==> src/rtl/mem_burst_arbiter.sv <==
// mem_burst_arbiter: round-robin sharing of one AXI burst master among NUM_CLIENTS requesters.
// Define MEM_ARB_TIMEOUT_EN to add a WAIT-state watchdog (timeout_err, TIMEOUT_CYCLES).
module mem_burst_arbiter #(
    parameter int NUM_CLIENTS    = 4,
    parameter int ADDR_WIDTH     = 32,
    parameter int DATA_WIDTH     = 32,
    parameter int TIMEOUT_CYCLES = 4096
) (
    input  logic                                clk,
    input  logic                                rst,
    input  logic [NUM_CLIENTS-1:0]              req,
    input  logic [NUM_CLIENTS-1:0]              req_is_write,
    input  logic [NUM_CLIENTS*ADDR_WIDTH-1:0]   req_addr,
    input  logic [NUM_CLIENTS*32-1:0]           req_len,
    input  logic [NUM_CLIENTS*3-1:0]            req_size,
    input  logic [NUM_CLIENTS*2-1:0]            req_burst,
    input  logic [NUM_CLIENTS*DATA_WIDTH-1:0]   req_wdata,
    input  logic [NUM_CLIENTS*DATA_WIDTH/8-1:0] req_wstrb,
    output logic [NUM_CLIENTS-1:0]              grant,
    output logic [NUM_CLIENTS-1:0]              done,
    output logic                                busy,
    output logic                                start_write,
    output logic [ADDR_WIDTH-1:0]               write_addr,
    output logic [31:0]                         write_len,
    output logic [2:0]                          write_size,
    output logic [1:0]                          write_burst,
    output logic [DATA_WIDTH-1:0]               write_data,
    output logic [DATA_WIDTH/8-1:0]             write_strb,
    output logic                                start_read,
    output logic [ADDR_WIDTH-1:0]               read_addr,
    output logic [31:0]                         read_len,
    output logic [2:0]                          read_size,
    output logic [1:0]                          read_burst,
    input  logic                                bvalid,
    input  logic                                bready,
    input  logic                                rvalid,
    input  logic                                rready,
    input  logic                                rlast,
    output logic                                timeout_err
);
    localparam int IW = $clog2(NUM_CLIENTS);
    localparam int SW = DATA_WIDTH / 8;

    if (NUM_CLIENTS < 2 || NUM_CLIENTS > 8 || TIMEOUT_CYCLES < 1) begin : g_bad_cfg
        $error("mem_burst_arbiter: unsupported parameter set");
    end

    typedef enum logic [1:0] {IDLE, ISSUE, WAIT, GAP} state_t;

    state_t                 state_q, state_d;
    logic [IW-1:0]          rr_ptr_q, rr_ptr_d, idx_q, idx_d;
    logic                   is_write_q, is_write_d;
    logic [ADDR_WIDTH-1:0]  addr_q, addr_d;
    logic [31:0]            len_q, len_d;
    logic [2:0]             size_q, size_d;
    logic [1:0]             burst_q, burst_d;
    logic [NUM_CLIENTS-1:0] grant_q, grant_d, done_q, done_d;
    logic                   start_write_q, start_write_d, start_read_q, start_read_d;
    logic [NUM_CLIENTS-1:0] rot;
    logic [IW-1:0]          off, sel, ptr_nxt;
    logic [IW:0]            sum;
    logic                   cmpl, act_w, act_r;
`ifdef MEM_ARB_TIMEOUT_EN
    logic [31:0]            cnt_q, cnt_d;
    logic                   timeout_q, timeout_d;
`endif

    // Rotate requests so bit 0 is the client at rr_ptr; the lowest set bit then wins.
    assign rot = NUM_CLIENTS'({req, req} >> rr_ptr_q);
    always_comb begin
        off = '0;
        for (int i = NUM_CLIENTS - 1; i >= 0; i--)
            if (rot[i]) off = IW'(i);
    end
    assign sum     = {1'b0, rr_ptr_q} + {1'b0, off};
    assign sel     = (sum >= (IW+1)'(NUM_CLIENTS)) ? IW'(sum - (IW+1)'(NUM_CLIENTS)) : IW'(sum);
    assign ptr_nxt = (sel == IW'(NUM_CLIENTS - 1)) ? '0 : sel + IW'(1);
    assign cmpl    = is_write_q ? (bvalid && bready) : (rvalid && rready && rlast);

    always_comb begin
        state_d       = state_q;
        rr_ptr_d      = rr_ptr_q;
        idx_d         = idx_q;
        is_write_d    = is_write_q;
        addr_d        = addr_q;
        len_d         = len_q;
        size_d        = size_q;
        burst_d       = burst_q;
        grant_d       = grant_q;
        done_d        = '0;
        start_write_d = 1'b0;
        start_read_d  = 1'b0;
`ifdef MEM_ARB_TIMEOUT_EN
        cnt_d         = cnt_q;
        timeout_d     = 1'b0;
`endif
        case (state_q)
            IDLE: if (|req) begin
                state_d    = ISSUE;
                idx_d      = sel;
                rr_ptr_d   = ptr_nxt;
                is_write_d = req_is_write[sel];
                addr_d     = req_addr[sel*ADDR_WIDTH +: ADDR_WIDTH];
                len_d      = req_len[sel*32 +: 32];
                size_d     = req_size[sel*3 +: 3];
                burst_d    = req_burst[sel*2 +: 2];
                grant_d    = NUM_CLIENTS'(1) << sel;
            end
            ISSUE: begin
                state_d       = WAIT;
                start_write_d = is_write_q;
                start_read_d  = !is_write_q;
`ifdef MEM_ARB_TIMEOUT_EN
                cnt_d         = '0;
`endif
            end
            WAIT: begin
`ifdef MEM_ARB_TIMEOUT_EN
                cnt_d = cnt_q + 32'd1;
                if (!cmpl && cnt_d == 32'(TIMEOUT_CYCLES)) begin
                    timeout_d = 1'b1;
                    done_d    = grant_q;
                    grant_d   = '0;
                    state_d   = GAP;
                end
`endif
                if (cmpl) begin
                    done_d  = grant_q;
                    grant_d = '0;
                    state_d = GAP;
                end
            end
            default: state_d = IDLE;
        endcase
    end

    always_ff @(posedge clk or posedge rst) begin
        if (rst) begin
            state_q       <= IDLE;
            rr_ptr_q      <= '0;
            idx_q         <= '0;
            is_write_q    <= 1'b0;
            addr_q        <= '0;
            len_q         <= '0;
            size_q        <= '0;
            burst_q       <= '0;
            grant_q       <= '0;
            done_q        <= '0;
            start_write_q <= 1'b0;
            start_read_q  <= 1'b0;
`ifdef MEM_ARB_TIMEOUT_EN
            cnt_q         <= '0;
            timeout_q     <= 1'b0;
`endif
        end else begin
            state_q       <= state_d;
            rr_ptr_q      <= rr_ptr_d;
            idx_q         <= idx_d;
            is_write_q    <= is_write_d;
            addr_q        <= addr_d;
            len_q         <= len_d;
            size_q        <= size_d;
            burst_q       <= burst_d;
            grant_q       <= grant_d;
            done_q        <= done_d;
            start_write_q <= start_write_d;
            start_read_q  <= start_read_d;
`ifdef MEM_ARB_TIMEOUT_EN
            cnt_q         <= cnt_d;
            timeout_q     <= timeout_d;
`endif
        end
    end

`ifdef MEM_ARB_TIMEOUT_EN
    assign timeout_err = timeout_q;
`else
    assign timeout_err = 1'b0;
`endif

    // Command fields are visible only in the active direction between ISSUE and GAP.
    assign busy        = state_q != IDLE;
    assign act_w       = busy && is_write_q;
    assign act_r       = busy && !is_write_q;
    assign grant       = grant_q;
    assign done        = done_q;
    assign start_write = start_write_q;
    assign start_read  = start_read_q;
    assign write_addr  = act_w ? addr_q  : '0;
    assign write_len   = act_w ? len_q   : '0;
    assign write_size  = act_w ? size_q  : '0;
    assign write_burst = act_w ? burst_q : '0;
    assign read_addr   = act_r ? addr_q  : '0;
    assign read_len    = act_r ? len_q   : '0;
    assign read_size   = act_r ? size_q  : '0;
    assign read_burst  = act_r ? burst_q : '0;
    assign write_data  = |grant_q ? req_wdata[idx_q*DATA_WIDTH +: DATA_WIDTH] : '0;
    assign write_strb  = |grant_q ? req_wstrb[idx_q*SW +: SW] : '0;
endmodule

==> config.mk <==
export PLATFORM = sky130hd
export DESIGN_NAME = mem_burst_arbiter
export DESIGN_NICKNAME = d
export VERILOG_FILES = /design/src/rtl/mem_burst_arbiter.sv
export SDC_FILE = /design/constraint.sdc
export NUM_CORES = 1
export LEC_CHECK = 0
export ABC_AREA = 1
export BUFFER_PORTS_ARGS = -buffer_cell sky130_fd_sc_hd__buf_2
export CAP_MARGIN = 20
export CORE_AREA = 5 5 240 242
export CTS_CLUSTER_DIAMETER = 100
export DETAILED_ROUTE_END_ITERATION = 12
export DIE_AREA = 0 0 245 247
export HOLD_SLACK_MARGIN = 0.02
export PLACE_DENSITY = 0.37
export SLEW_MARGIN = 5
export SYNTH_ARGS = -nofsm -noshare
export SYNTH_HDL_FRONTEND = slang
export SYNTH_SLANG_ARGS = --single-unit
==> constraint.sdc <==
create_clock -name clk -period 3 [get_ports clk]
set_clock_uncertainty 0.15 [all_clocks]
set_input_delay 0.6 -clock clk [delete_from_list [all_inputs] [get_ports clk]]
set_output_delay 0.6 -clock clk [all_outputs]
set_load 0.01 [all_outputs]
# ---- Yosys cells after proc, flatten, opt, wreduce, memory -nomap -nowiden
# Index checks and enable logic that the tools add are counted.
# W data, S select, Z words.
dict set report op_classes {
  addsub 3
  mul 1
  magnitude_cmp 2
  eq_ne 5
  n_shift 8
  n_mux 29
  n_reduce_logical 14
}
# op count
set op_table {}
lappend op_table {{$shiftx A128 B8 Y32} 3}
lappend op_table {{$mux W32} 5}
lappend op_table {{$mux W2} 10}
lappend op_table {{$mux W4} 5}
lappend op_table {{$shiftx A16 B5 Y4} 1}
lappend op_table {{$shiftx A12 B5 Y3} 1}
lappend op_table {{$pmux W4 S2} 1}
lappend op_table {{$reduce_or A4 Y1} 2}
lappend op_table {{$shiftx A8 B4 Y2} 1}
lappend op_table {{$shr A8 B2 Y4} 1}
lappend op_table {{$mux W3} 2}
lappend op_table {{$pmux W2 S3} 1}
lappend op_table {{$logic_and A1 B1 Y1} 5}
lappend op_table {{$eq A2 B2 Y1 const B} 2}
lappend op_table {{$mul A2 B2 Y4 const B} 1}
lappend op_table {{$mux W1} 4}
lappend op_table {{$ne A2 B2 Y1 const B} 2}
lappend op_table {{$reduce_and A2 Y1} 2}
lappend op_table {{$reduce_bool A2 Y1} 2}
lappend op_table {{$shl A1 B2 Y4 const A} 1}
lappend op_table {{$add A2 B2 Y3} 1}
lappend op_table {{$ge A3 B3 Y1 const B} 1}
lappend op_table {{$lt A2 B3 Y1 const B} 1}
lappend op_table {{$reduce_and A3 Y1} 1}
lappend op_table {{6 further kinds} 6}
dict set report totals {
  reg_bits 86
  inputBits 435
  elab_cells 74
}

# ---- Longest topological paths before layout
# Gate-level depths: netlist of the first run.
dict set report depth {
  word_depth 11
  depth_mapped 16
  depth_no_buf 14
}

# ---- Worst setup path after synthesis of the first run
# No wires, ideal clock.
dict set report synth_timing {
  kind {input to register}
  from {in req[1]}
  to {reg addr_q[31]}
  setup_time_ps 118
  t_arrival_ps 2401
  required_ps 2732
  path_slack_ps 331
  stages 13
  n_path_buf 3
  cell_sequence {nand2_1 nand3_1 nand2_1 nand3_1 a21boi_0 ha_1 buf_2 buf_4 clkbuf_1 mux2i_1 nand2_1 nand3_1 nand2_1}
}
dict set report synth_via {
  elab_chain_cells 9
  word_cells_on_any_way 12
  classes_between {2 x add/sub; 1 x order compare; 2 x shift; 5 x mux; 2 x reduce/logical}
}
# item line_no
set synth_rtl {}
lappend synth_rtl {{start, declared} 11} ;# input logic [NUM_CLIENTS-1:0] req,
lappend synth_rtl {{$shr A8 B2 Y4} 69} ;# assign rot = NUM_CLIENTS'({req, req} >> rr_ptr_q);
lappend synth_rtl {{$mux W2 (4 in series)} 73} ;# if (rot[i]) off = IW'(i);
lappend synth_rtl {{$add A2 B2 Y3} 75} ;# assign sum = {1'b0, rr_ptr_q} + {1'b0, off};
lappend synth_rtl {{$ge A3 B3 Y1 / $sub A2 B1 Y2 (equally long branches)} 76} ;# assign sel = (sum >= (IW+1)'(NUM_CLIENTS)) ? IW'(sum - (IW+1)'(NUM_CLIENTS)) : IW'(sum);
lappend synth_rtl {{$mux W2} 76}
lappend synth_rtl {{$shiftx A128 B8 Y32} 103} ;# addr_d = req_addr[sel*ADDR_WIDTH +: ADDR_WIDTH];
lappend synth_rtl {{end signal, assigned} 160} ;# addr_q <= addr_d;
lappend synth_rtl {{end, declared} 53} ;# logic [ADDR_WIDTH-1:0] addr_q, addr_d;
# Parallel ways exist; a longest one is shown, timed or not.
# A chain may end at the register's enable or synchronous reset.

# ---- Worst setup path in the final report of the first run
dict set report layout_timing {
  from {reg idx_q[0]}
  to {out write_data[15]}
}
dict set report layout_via {
  elab_chain_cells 2
}
# item line_no
set layout_rtl {}
lappend layout_rtl {{start, declared} 51} ;# logic [IW-1:0] rr_ptr_q, rr_ptr_d, idx_q, idx_d;
lappend layout_rtl {{start signal, assigned} 158} ;# idx_q <= idx_d;
lappend layout_rtl {{$shiftx A128 B8 Y32} 197} ;# assign write_data = |grant_q ? req_wdata[idx_q*DATA_WIDTH +: DATA_WIDTH] : '0;
lappend layout_rtl {{$mux W32} 197}
lappend layout_rtl {{end, declared} 27} ;# output logic [DATA_WIDTH-1:0] write_data,
# No other way between the ends.

==> flow_summary_export.csv, run 1 <==
group,metric,value,unit
timing,fin_crit_sh,96.0,%
timing,finalSetupViolCount,0,
routing,finalWirelength,49300,um
synth,yosys.area.top_type_share,27.5,%
timing,post-route-min-period,2.88,ns
synth,postSynthAreaPerCell,6.36,sq um
power,powerDensity,1380,nW/um^2
synth,syn_inst,1229,
timing,layout_setup_ws,0.120,ns
min_path,hold_path.class,"in -> async",
synth,synthesis.area,7820,sq um
final_layout,final-seq-area,2150,sq um
clock_network,clkLatencyLatePin,0.37,ns
critical_path,start_kind,"register",
clock_network,clockBufferDepth,2,
critical_path,path_class,"reg -> out",
routing,viasPerCell,4.08,
critical_path,cpPeakStageDelay,0.42,ns
synth,synth_top_cell_by_area,"dfrtp_1",
grt,grt_pass1_vias,11048,
synth,synth_edf_count,0,
critical_path,reg2regPathDepth,15,
synth,ys_warn_count,0,
synth,synth_cell_types,26,
critical_path,critPathArrivalTime,2.13,ns
synth,synth_seq_area_share,27.5,%
final_layout,drive_above_1_share,39.5,%
placement,place_ws,-0.0238,ns
placement,port_buffers,619,
grt,grt.total_usage,15.2,%
timing,rsz0062_at_grt,"no",
synth,synth_top_cells_by_count,"nor2_1, nand2_1, nand3_1",
routing,drt_iter0_drc,486,
critical_path,r2r_end,"addr_q[4]$_DFFE_PP0P_",
routing,drc,0,
power,irDropWorstVdd,713,uV
routing,wl_per_cell,19.4,um
timing,clock.fmax,347,MHz
grt,grt_max_degree,78,
final_layout,syn_to_final_growth,59.0,%
timing,slew_headroom,61.5,%
clock_network,clk_pin_slew,0.07,ns
floorplanning,die_x,245,um
critical_path,required,2.25,ns
grt,grt_overflow_total,0,
synth,synth_seq_cells,86,
synth,yosys-top-cells-area,"dfrtp_1, mux2i_1, nor2_1",
clock_network,cts_max_level,3,
grt,grt_pass1_wl,69700,um
critical_path,path_cells,"clkinv_1 -> buf_12 -> o21ai_0 -> a21oi_1 -> buf_2",
synth,synth.most_common_cell,"nor2_1",
critical_path,reg2reg_setup_slack,0.27,ns
clock_network,clock-sinks,86,
synth,synth_ff_type,"dfrtp_1",
clock_network,cts-root-buf,"clkbuf_16",
clock_network,numCtsBuffers,9,
power,p_leak,7.11,nW
clock_network,hold_buffers,0,
clock_network,cts_tree,"yes",
synth,synth_nets,1670,
critical_path,slowest_stage,"o21ai_0",
synth,async_flop_share,100,%
final_layout,fill_cells,6421,
timing,final_hold_viol_count,0,
critical_path,crit_fanout,57,
routing,ant_nets,0,
floorplanning,core,54900,sq um
floorplanning,io_pins,621,
outcome,status,"finished, final reports clean",
job,cap_violations,0,
routing,firstDrtPassIters,5,
critical_path,timing.rr.start,"rr_ptr_q[0]$_DFFE_PP0P_",
timing,worst_slew_pin_slew,0.577,ns
routing,via_count,10392,
floorplanning,die_h,247,um
placement,hpwl,40000,um
placement,routabilityCongestion,0.878,
critical_path,endpoint_kind,"output pin",
floorplanning,die-area,60500,sq um
final_layout,fin_nets,2273,
timing,holdWs,0.105,ns
floorplanning,initial_core_util,14.3,%
timing,slew_violations,0,
grt,antenna_found_initial,5,
floorplanning,rows,86,
final_layout,multiInputGateArea,4990,sq um
==> stage by stage <==
step | area, sq um | TNS [ns] | util (%) | cells | total power (W)
after floorplan | 7820 | 0 | - | 1229 | 0.0105
after global placement | 12100 | -0.00743 | 22.0 | 2522 | 0.0161
after detailed placement | 12100 | -0.0238 | 22.0 | 2522 | 0.0161
after CTS | 12400 | -0.00902 | 22.6 | 2538 | 0.0175
after global routing | 12400 | 0 | 22.7 | 2543 | 0.0188
final | 12400 | 0 | 22.7 | 2544 | 0.0172
==> worst max-delay path: cells and delay by family (launching register included) <==
kind	cells	cell delay [ns]
buffers and inverters	3	0.81
AOI/OAI and AO/OA	2	0.54
DFF	1	0.39
==> what timing repair did <==
| action | 4_1_cts | 5_1_grt |
|---|---|---|
| pin swaps | 1 | 0 |
| cloned | 0 | 1 |
| endpoints found under the setup margin | 5 | 47 |
| buffers inserted | 0 | 2 |
| gates resized for setup | 3 | 5 |
| endpoints found under the hold margin | 0 | 0 |
==> how the worst max path moves through the flow <==
stage	startpoint	to	slack, ns	depth (start not counted)
floorplan	rst	addr_q[0]$_DFFE_PP0P_	0.03	1
global placement	req[1]	addr_q[4]$_DFFE_PP0P_	-0.007	15
detailed placement	req[1]	addr_q[4]$_DFFE_PP0P_	-0.02	15
CTS	state_q[0]$_DFFE_PP0P_	write_len[7]	-0.009	7
global route	rr_ptr_q[0]$_DFFE_PP0P_	addr_q[4]$_DFFE_PP0P_	0.05	15
finish	idx_q[0]$_DFFE_PP0P_	write_data[15]	0.12	5
==> layer usage <==
layer	global-route usage [%]	up-vias	wire (um)
met5	0	-	54
met4	5.69	6	1510
met3	3.29	49	3140
met2	28.1	448	25000
met1	17.2	4741	19500
li1	-	5148	-
==> kinds of logic after synthesis <==
kind of cell               Yosys count  synth area share, %
and+or+nand+nor                    691                 35.9
buffers and inverters              185                 9.77
muxes                              140                 17.9
AOI/OAI and AO/OA                  119                 7.68
DFF                                 86                 27.5
adders and majority gates            6                0.960
other                                1               0.0479
xor gates and xnor gates             1                0.208
==> cell type report <==
class / instances / share of cell area [%]
Antenna cell: 3 / 0.0604
Clock buffer: 12 / 2.06
Clock inverter: 4 / 0.443
Inverter: 90 / 2.75
Multi-Input combinational cell: 959 / 40.1
Sequential cell: 86 / 17.3
Tap cell: 704 / 7.08
Timing Repair Buffer: 686 / 30.2
==> power by group <==
part           switching, W  internal [W]  total [W]
registers          0.000364       0.00175    0.00211
logic               0.00843       0.00540     0.0138
clock network      0.000564      0.000695    0.00126
total               0.00936       0.00785     0.0172
==> sequential cells by signal, indices dropped and copies added, names as in the netlist <==
register / cells
addr_q: 32
size_q: 3
start_read: 1
len_q: 32
done: 4
state_q: 2
is_write_q: 1
start_write: 1
rr_ptr_q: 2
burst_q: 2
grant: 4
idx_q: 2
==> cell usage in the layout (no fill, tap or decap), types with 7 or more instances in the layout <==
cell,n
buf_2,619
buf_4,55
nand3_1,153
nand2_1,240
inv_1,80
mux2i_1,138
clkbuf_16,9
a21oi_1,37
o21ai_0,75
buf_12,12
nor2_1,290
inv_2,7
dfrtp_1,84
(Power assumes the default switching activity.)
==> run 2: changes to the inputs <==
--- a/config.mk
+++ b/config.mk
@@ -5,7 +5,6 @@
 export SDC_FILE = /design/constraint.sdc
 export NUM_CORES = 1
 export LEC_CHECK = 0
-export ABC_AREA = 1
 export BUFFER_PORTS_ARGS = -buffer_cell sky130_fd_sc_hd__buf_2
 export CAP_MARGIN = 20
 export CORE_AREA = 5 5 240 242
==> run 2 against run 1 <==
  * Synthesized cell count down 27%
  * Final area up 1.5%
  * Critical path type unchanged
  * Global-route usage up 0.96 points
  * Flip-flop and latch count unchanged
  * Critical path depth down 1
  * Clock power up 13%
  * Sequential power up 13%
  * Via count down 6.9%
==> flow_summary_export.csv, run 2 <==
group,metric,value,unit
synth,synth.most_common_cell,"nor2b_1",
final_layout,utilization,23.0,%
critical_path,path_class,"reg -> out",
synth,synth_top_cell_by_area,"dfrtp_1",
floorplanning,die_x,245,um
critical_path,timing.rr.start,"rr_ptr_q[1]$_DFFE_PP0P_",
critical_path,reg2reg_setup_slack,0.18,ns
clock_network,hold_buffers,0,
clock_network,clockBufferDepth,2,
critical_path,required,2.25,ns
final_layout,drive_above_1_share,50.6,%
clock_network,cts_max_level,3,
clock_network,post_cts_resized,2,
routing,finalWirelength,51400,um
synth,synth_top_cells_by_count,"nor2b_1, and2_1, dfrtp_1",
timing,post-route-min-period,2.87,ns
synth,synth_nets,1333,
placement,place_ws,-0.291,ns
timing,holdWs,0.0704,ns
timing,final_hold_viol_count,0,
grt,grt.total_usage,16.2,%
clock_network,cts_tree,"yes",
timing,layout_setup_ws,0.135,ns
routing,drt_iter0_drc,375,
routing,wl_per_cell,23.3,um
outcome,status,"finished, final reports clean",
final_layout,final_common_cell,"buf_2",
grt,grt_pass1_vias,10307,
final_layout,fin_area,12600,sq um
clock_network,clkLatencyLatePin,0.38,ns
power,power,0.0149,W
critical_path,cpPeakStageDelay,0.56,ns
placement,place_area,12200,sq um
power,irDropWorstVdd,601,uV
synth,synthesis.area,7840,sq um
grt,grt_overflow_total,0,
timing,worst_slew_pin_slew,0.585,ns
floorplanning,rows,86,
critical_path,crit_fanout,18,
power,p_leak,6.04,nW
timing,finalSetupViolCount,0,
synth,postSynthAreaPerCell,8.78,sq um
placement,port_buffers,619,
floorplanning,core,54900,sq um
routing,ant_nets,0,
synth,yosys-top-cells-area,"dfrtp_1, nor2b_1, and2_1",
placement,routabilityCongestion,0.872,
floorplanning,die-area,60500,sq um
synth,async_flop_share,100,%
final_layout,syn_to_final_growth,61.1,%
synth,synth_seq_area_share,27.5,%
timing,clock.fmax,349,MHz
final_layout,final_cell_mix,"buf_2, nor2b_1, and2_1",
synth,syn_inst,892,
min_path,hold_path.class,"in -> async",
final_layout,fill_cells,6156,
final_layout,fin_nets,1927,
routing,via_count,9675,
synth,synth_ff_type,"dfrtp_1",
synth,ys_warn_count,0,
critical_path,reg2regPathDepth,11,
floorplanning,die_h,247,um
critical_path,critPathArrivalTime,2.12,ns
grt,grt_max_degree,59,
power,powerDensity,1180,nW/um^2
critical_path,slowest_stage,"dfrtp_4",
final_layout,largestRegisters,"addr_q (32), len_q (32)",
placement,hpwl,42800,um
critical_path,cp_top_family,"flip-flops",
timing,slew_headroom,60.6,%
clock_network,clk_pin_slew,0.08,ns
synth,synth_edf_count,0,
floorplanning,initial_core_util,14.3,%
grt,antenna_found_initial,18,
routing,drc,0,
job,cap_violations,0,
clock_network,numCtsBuffers,9,
timing,rsz0062_at_grt,"yes",
critical_path,start_kind,"register",
synth,synth_cell_types,38,
timing,fin_crit_sh,95.5,%
critical_path,endpoint_kind,"output pin",
grt,grt_pass1_wl,72000,um
critical_path,r2r_end,"addr_q[2]$_DFFE_PP0P_",
synth,yosys.area.top_type_share,27.5,%
clock_network,clock-sinks,86,
synth,synth_seq_cells,86,
timing,slew_violations,0,
clock_network,post_cts_buffers,0,
clock_network,cts-root-buf,"clkbuf_16",
critical_path,path_cells,"buf_12 -> mux4_2 -> nor2b_1 -> buf_2",
routing,viasPerCell,4.39,
floorplanning,io_pins,621,
critical_path,path_buf_inv,2,
routing,firstDrtPassIters,5,
==> run 2: area by class of cell <==
cell class | count | area [sq um] | area share [%]
multi-input cells | 697 | 5360 | 42.4
clock inverters | 5 | 108 | 0.852
flip-flops and latches | 86 | 2160 | 17.1
diodes | 7 | 17.5 | 0.139
well taps | 704 | 881 | 6.98
inverters | 7 | 28.8 | 0.228
repair buffers | 685 | 3830 | 30.3
clock buffers | 11 | 243 | 1.92
==> run 2: power by group <==
part | switching (W) | leakage [nW] | internal [W]
registers | 0.000647 | 1.07 | 0.00174
clock network | 0.000574 | 0.170 | 0.000842
logic | 0.00638 | 4.80 | 0.00473
==> run 2: how the worst max path moves through the flow <==
stage,slack (ns),startpoint,depth (start not counted),endpoint
3_5_place_dp,-0.29,req[0],14,addr_q[0]$_DFFE_PP0P_
4_1_cts,0.06,idx_q[0]$_DFFE_PP0P_,4,write_data[31]
5_1_grt,-0.003,rr_ptr_q[1]$_DFFE_PP0P_,13,len_q[29]$_DFFE_PP0P_
6_report,0.13,idx_q[0]$_DFFE_PP0P_,4,write_data[5]
3_3_place_gp,-0.35,req[0],14,addr_q[0]$_DFFE_PP0P_
2_1_floorplan,0.03,rst,1,addr_q[0]$_DFFE_PP0P_
==> run 2: cells by family after synthesis <==
family | share of synthesized area [%]
flops | 27.5
other cells | 0.0479
simple gates | 30.6
fa+ha+maj | 0.958
buf+inv | 5.65
compound gates | 24.4
xor+xnor | 0.224
mux | 10.6
==> run 2: routing by layer <==
metal  GRT usage [%]  vias to the layer above  routed length [um]
li1                -                     4522                   -
met1            16.7                     4631               18600
met2            29.8                      439               26600
met3            4.04                       73                3280
met4            9.32                       10                2840
met5               0                        -                  57
==> run 2: through the flow <==
| step | setup TNS [ns] | cells |
|---|---|---|
| 5_1_grt | -0.00514 | 2198 |
| 4_1_cts | 0 | 2195 |
| 2_1_floorplan | 0 | 892 |
| 6_report | 0 | 2202 |
| 3_5_place_dp | -0.679 | 2179 |
| 3_3_place_gp | -1.42 | 2179 |
==> run 3: changes to the inputs <==
--- a/config.mk
+++ b/config.mk
@@ -12,7 +12,7 @@
 export DETAILED_ROUTE_END_ITERATION = 12
 export DIE_AREA = 0 0 245 247
 export HOLD_SLACK_MARGIN = 0.02
-export PLACE_DENSITY = 0.37
+export PLACE_DENSITY = 0.35
 export SLEW_MARGIN = 5
 export SYNTH_ARGS = -nofsm -noshare
 export SYNTH_HDL_FRONTEND = slang
==> constraint.sdc (replaced) <==
create_clock -name clk -period 3.4 [get_ports clk]
set_clock_uncertainty 0.15 [all_clocks]
set_input_delay 0.68 -clock clk [delete_from_list [all_inputs] [get_ports clk]]
set_output_delay 0.68 -clock clk [all_outputs]
set_load 0.01 [all_outputs]
==> run 3 against run 2 <==
  * Via count barely moved
  * Total power fell by 14%
  * Non-clock buffer count down 4
  * Final area decreased by 1.5%
  * Global-route usage hardly changed
  * Hold slack gained 0.11 ns
  * Clock power shrank 26%
  * Clock-buffer cell count down 1
  * Flip-flop and latch count is the same
  * First-iteration DRC count fell by 7.7%
==> flow_summary_export.csv, run 3 (synthesis gave the netlist of run 2 again) <==
group,metric,value,unit
power,power,0.0128,W
final_layout,fin_nets,1923,
critical_path,start_kind,"register",
final_layout,drive_above_1_share,50.1,%
critical_path,path_buf_inv,3,
timing,rsz0062_at_grt,"no",
timing,finalSetupViolCount,0,
timing,holdWs,0.176,ns
power,irDropWorstVdd,514,uV
routing,finalWirelength,51500,um
routing,ant_nets,0,
critical_path,path_cells,"nor2b_1 -> a21oi_1 -> a21oi_1 -> ha_4 -> xor2_1 -> buf_4 -> a21oi_4 -> buf_12 -> a2111oi_0 -> buf_1 -> o31ai_1",
critical_path,path_class,"reg -> reg",
routing,wl_met1,18900,um
routing,viasPerCell,4.41,
outcome,status,"finished, final reports clean",
floorplanning,die_x,245,um
critical_path,reg2regPathDepth,11,
grt,grt_pass1_vias,10318,
routing,drt_iter0_drc,346,
final_layout,fill_cells,6160,
timing,worst_slew_pin_slew,0.667,ns
power,switching_share,52.1,%
power,seqPwrFrac,16.7,%
routing,firstDrtPassIters,4,
min_path,hold_path.class,"in -> async",
clock_network,clkLatencyLatePin,0.37,ns
clock_network,cts-root-buf,"clkbuf_16",
routing,wl_met2,26600,um
grt,grt_pass1_wl,71900,um
timing,slew_violations,0,
clock_network,post_cts_buffers,0,
floorplanning,core,54900,sq um
power,clkPwrFrac,8.2,%
final_layout,final_cell_mix,"buf_2, nor2b_1, and2_1",
critical_path,crit_fanout,25,
critical_path,slowest_stage,"a2111oi_0",
final_layout,largestRegisters,"addr_q (32), len_q (32)",
floorplanning,io_pins,621,
grt,grt_overflow_total,0,
final_layout,syn_to_final_growth,58.6,%
clock_network,clockBufferDepth,2,
critical_path,endpoint_kind,"register",
critical_path,critPathArrivalTime,3.22,ns
floorplanning,rows,86,
critical_path,cpPeakStageDelay,0.58,ns
timing,clock.fmax,322,MHz
final_layout,fin_area,12400,sq um
power,comb_power_share,75.1,%
critical_path,reg2reg_setup_slack,0.29,ns
critical_path,timing.rr.start,"rr_ptr_q[1]$_DFFE_PP0P_",
placement,routabilityCongestion,0.853,
timing,post-route-min-period,3.11,ns
clock_network,post_cts_resized,0,
critical_path,r2r_end,"addr_q[1]$_DFFE_PP0P_",
routing,drc,0,
clock_network,clk_pin_slew,0.07,ns
routing,via_count,9679,
routing,wl_per_cell,23.5,um
placement,place_area,12100,sq um
timing,slew_headroom,54.4,%
power,powerDensity,1030,nW/um^2
floorplanning,die_h,247,um
job,cap_violations,0,
placement,hpwl,42800,um
critical_path,required,3.51,ns
critical_path,path_common_cell,"a21oi_1",
timing,fin_crit_sh,91.4,%
power,p_switching,0.00669,W
grt,antenna_found_initial,25,
clock_network,clock-sinks,86,
floorplanning,initial_core_util,14.3,%
final_layout,final_common_cell,"buf_2",
power,internal_power,0.00614,W
grt,grt_max_degree,46,
routing,highest_layer,"met5",
routing,met3_length,3760,um
clock_network,hold_buffers,0,
placement,port_buffers,619,
floorplanning,die-area,60500,sq um
grt,grt.total_usage,16.2,%
clock_network,cts_max_level,3,
clock_network,cts_tree,"yes",
clock_network,numCtsBuffers,9,
critical_path,cp_top_family,"compound AO/OA/AOI/OAI gates",
power,p_leak,5.95,nW
timing,final_hold_viol_count,0,
==> run 3: changes by cell type in the layout (fill, tap and decap cells not counted), sizes merged <==
cell / change
buf: -4
bufinv: -2
clkbuf: -1
clkinv: +1
clkinvlp: +1
diode: -2
==> run 3: worst max-delay path by stage <==
stage / startpoint / end / slack, ns / depth (start not counted)
floorplan: rst / addr_q[0]$_DFFE_PP0P_ / 0.35 / 1
global placement: req[0] / addr_q[1]$_DFFE_PP0P_ / -0.35 / 13
detailed placement: req[0] / addr_q[1]$_DFFE_PP0P_ / 0.02 / 14
CTS: idx_q[0]$_DFFE_PP0P_ / write_data[3] / 0.25 / 4
global route: rr_ptr_q[1]$_DFFE_PP0P_ / addr_q[1]$_DFFE_PP0P_ / 0.08 / 12
finish: rr_ptr_q[1]$_DFFE_PP0P_ / addr_q[1]$_DFFE_PP0P_ / 0.29 / 11
==> run 3: final cells by class <==
class                      count  area, sq um  share of cell area [%]
antenna                        5         12.5                   0.101
clock buffer                  10          229                    1.84
clock inverter                 5         52.6                   0.423
inverter                       7         28.8                   0.232
multi-input combinational    697         5310                    42.7
sequential                    86         2150                    17.3
tap                          704          881                    7.09
timing repair buffer         681         3760                    30.3
==> run 3: per-stage QoR <==
stage | TNS [ns] | utilization [%] | setup slack (ns) | instances
finish | 0 | 22.6 | 0.292 | 2195
CTS | 0 | 22.6 | 0.246 | 2190
floorplan | 0 | - | 0.348 | 892
global placement | -0.354 | 22.1 | -0.354 | 2174
detailed placement | 0 | 22.1 | 0.0156 | 2175
global route | 0 | 22.6 | 0.0759 | 2195
==> run 3: power groups by stage <==
stage	Combinational, W	Sequential (W)	Clock [W]
5_1_grt	0.0106	0.00224	0.00114
2_1_floorplan	0.00579	0.00176	0
3_3_place_gp	0.00977	0.00219	0
6_report	0.00964	0.00214	0.00105
4_1_cts	0.00984	0.00218	0.00112
3_5_place_dp	0.00983	0.00219	0
==> run 3: worst reg2reg max path, stage by stage (launching register included) <==
cell       delay, ns
dfrtp_1         0.51
nor2b_1         0.25
a21oi_1         0.10
a21oi_1         0.32
ha_4            0.20
xor2_1          0.16
buf_4           0.16
a21oi_4         0.06
buf_12          0.18
a2111oi_0       0.61
buf_1           0.22
o31ai_1         0.09
==> run 3: per-layer routing <==
layer,track usage [%],vias up
met2,30.0,445
met3,4.35,73
met1,17.2,4637
met5,0,-
met4,7.33,20
li1,-,4504
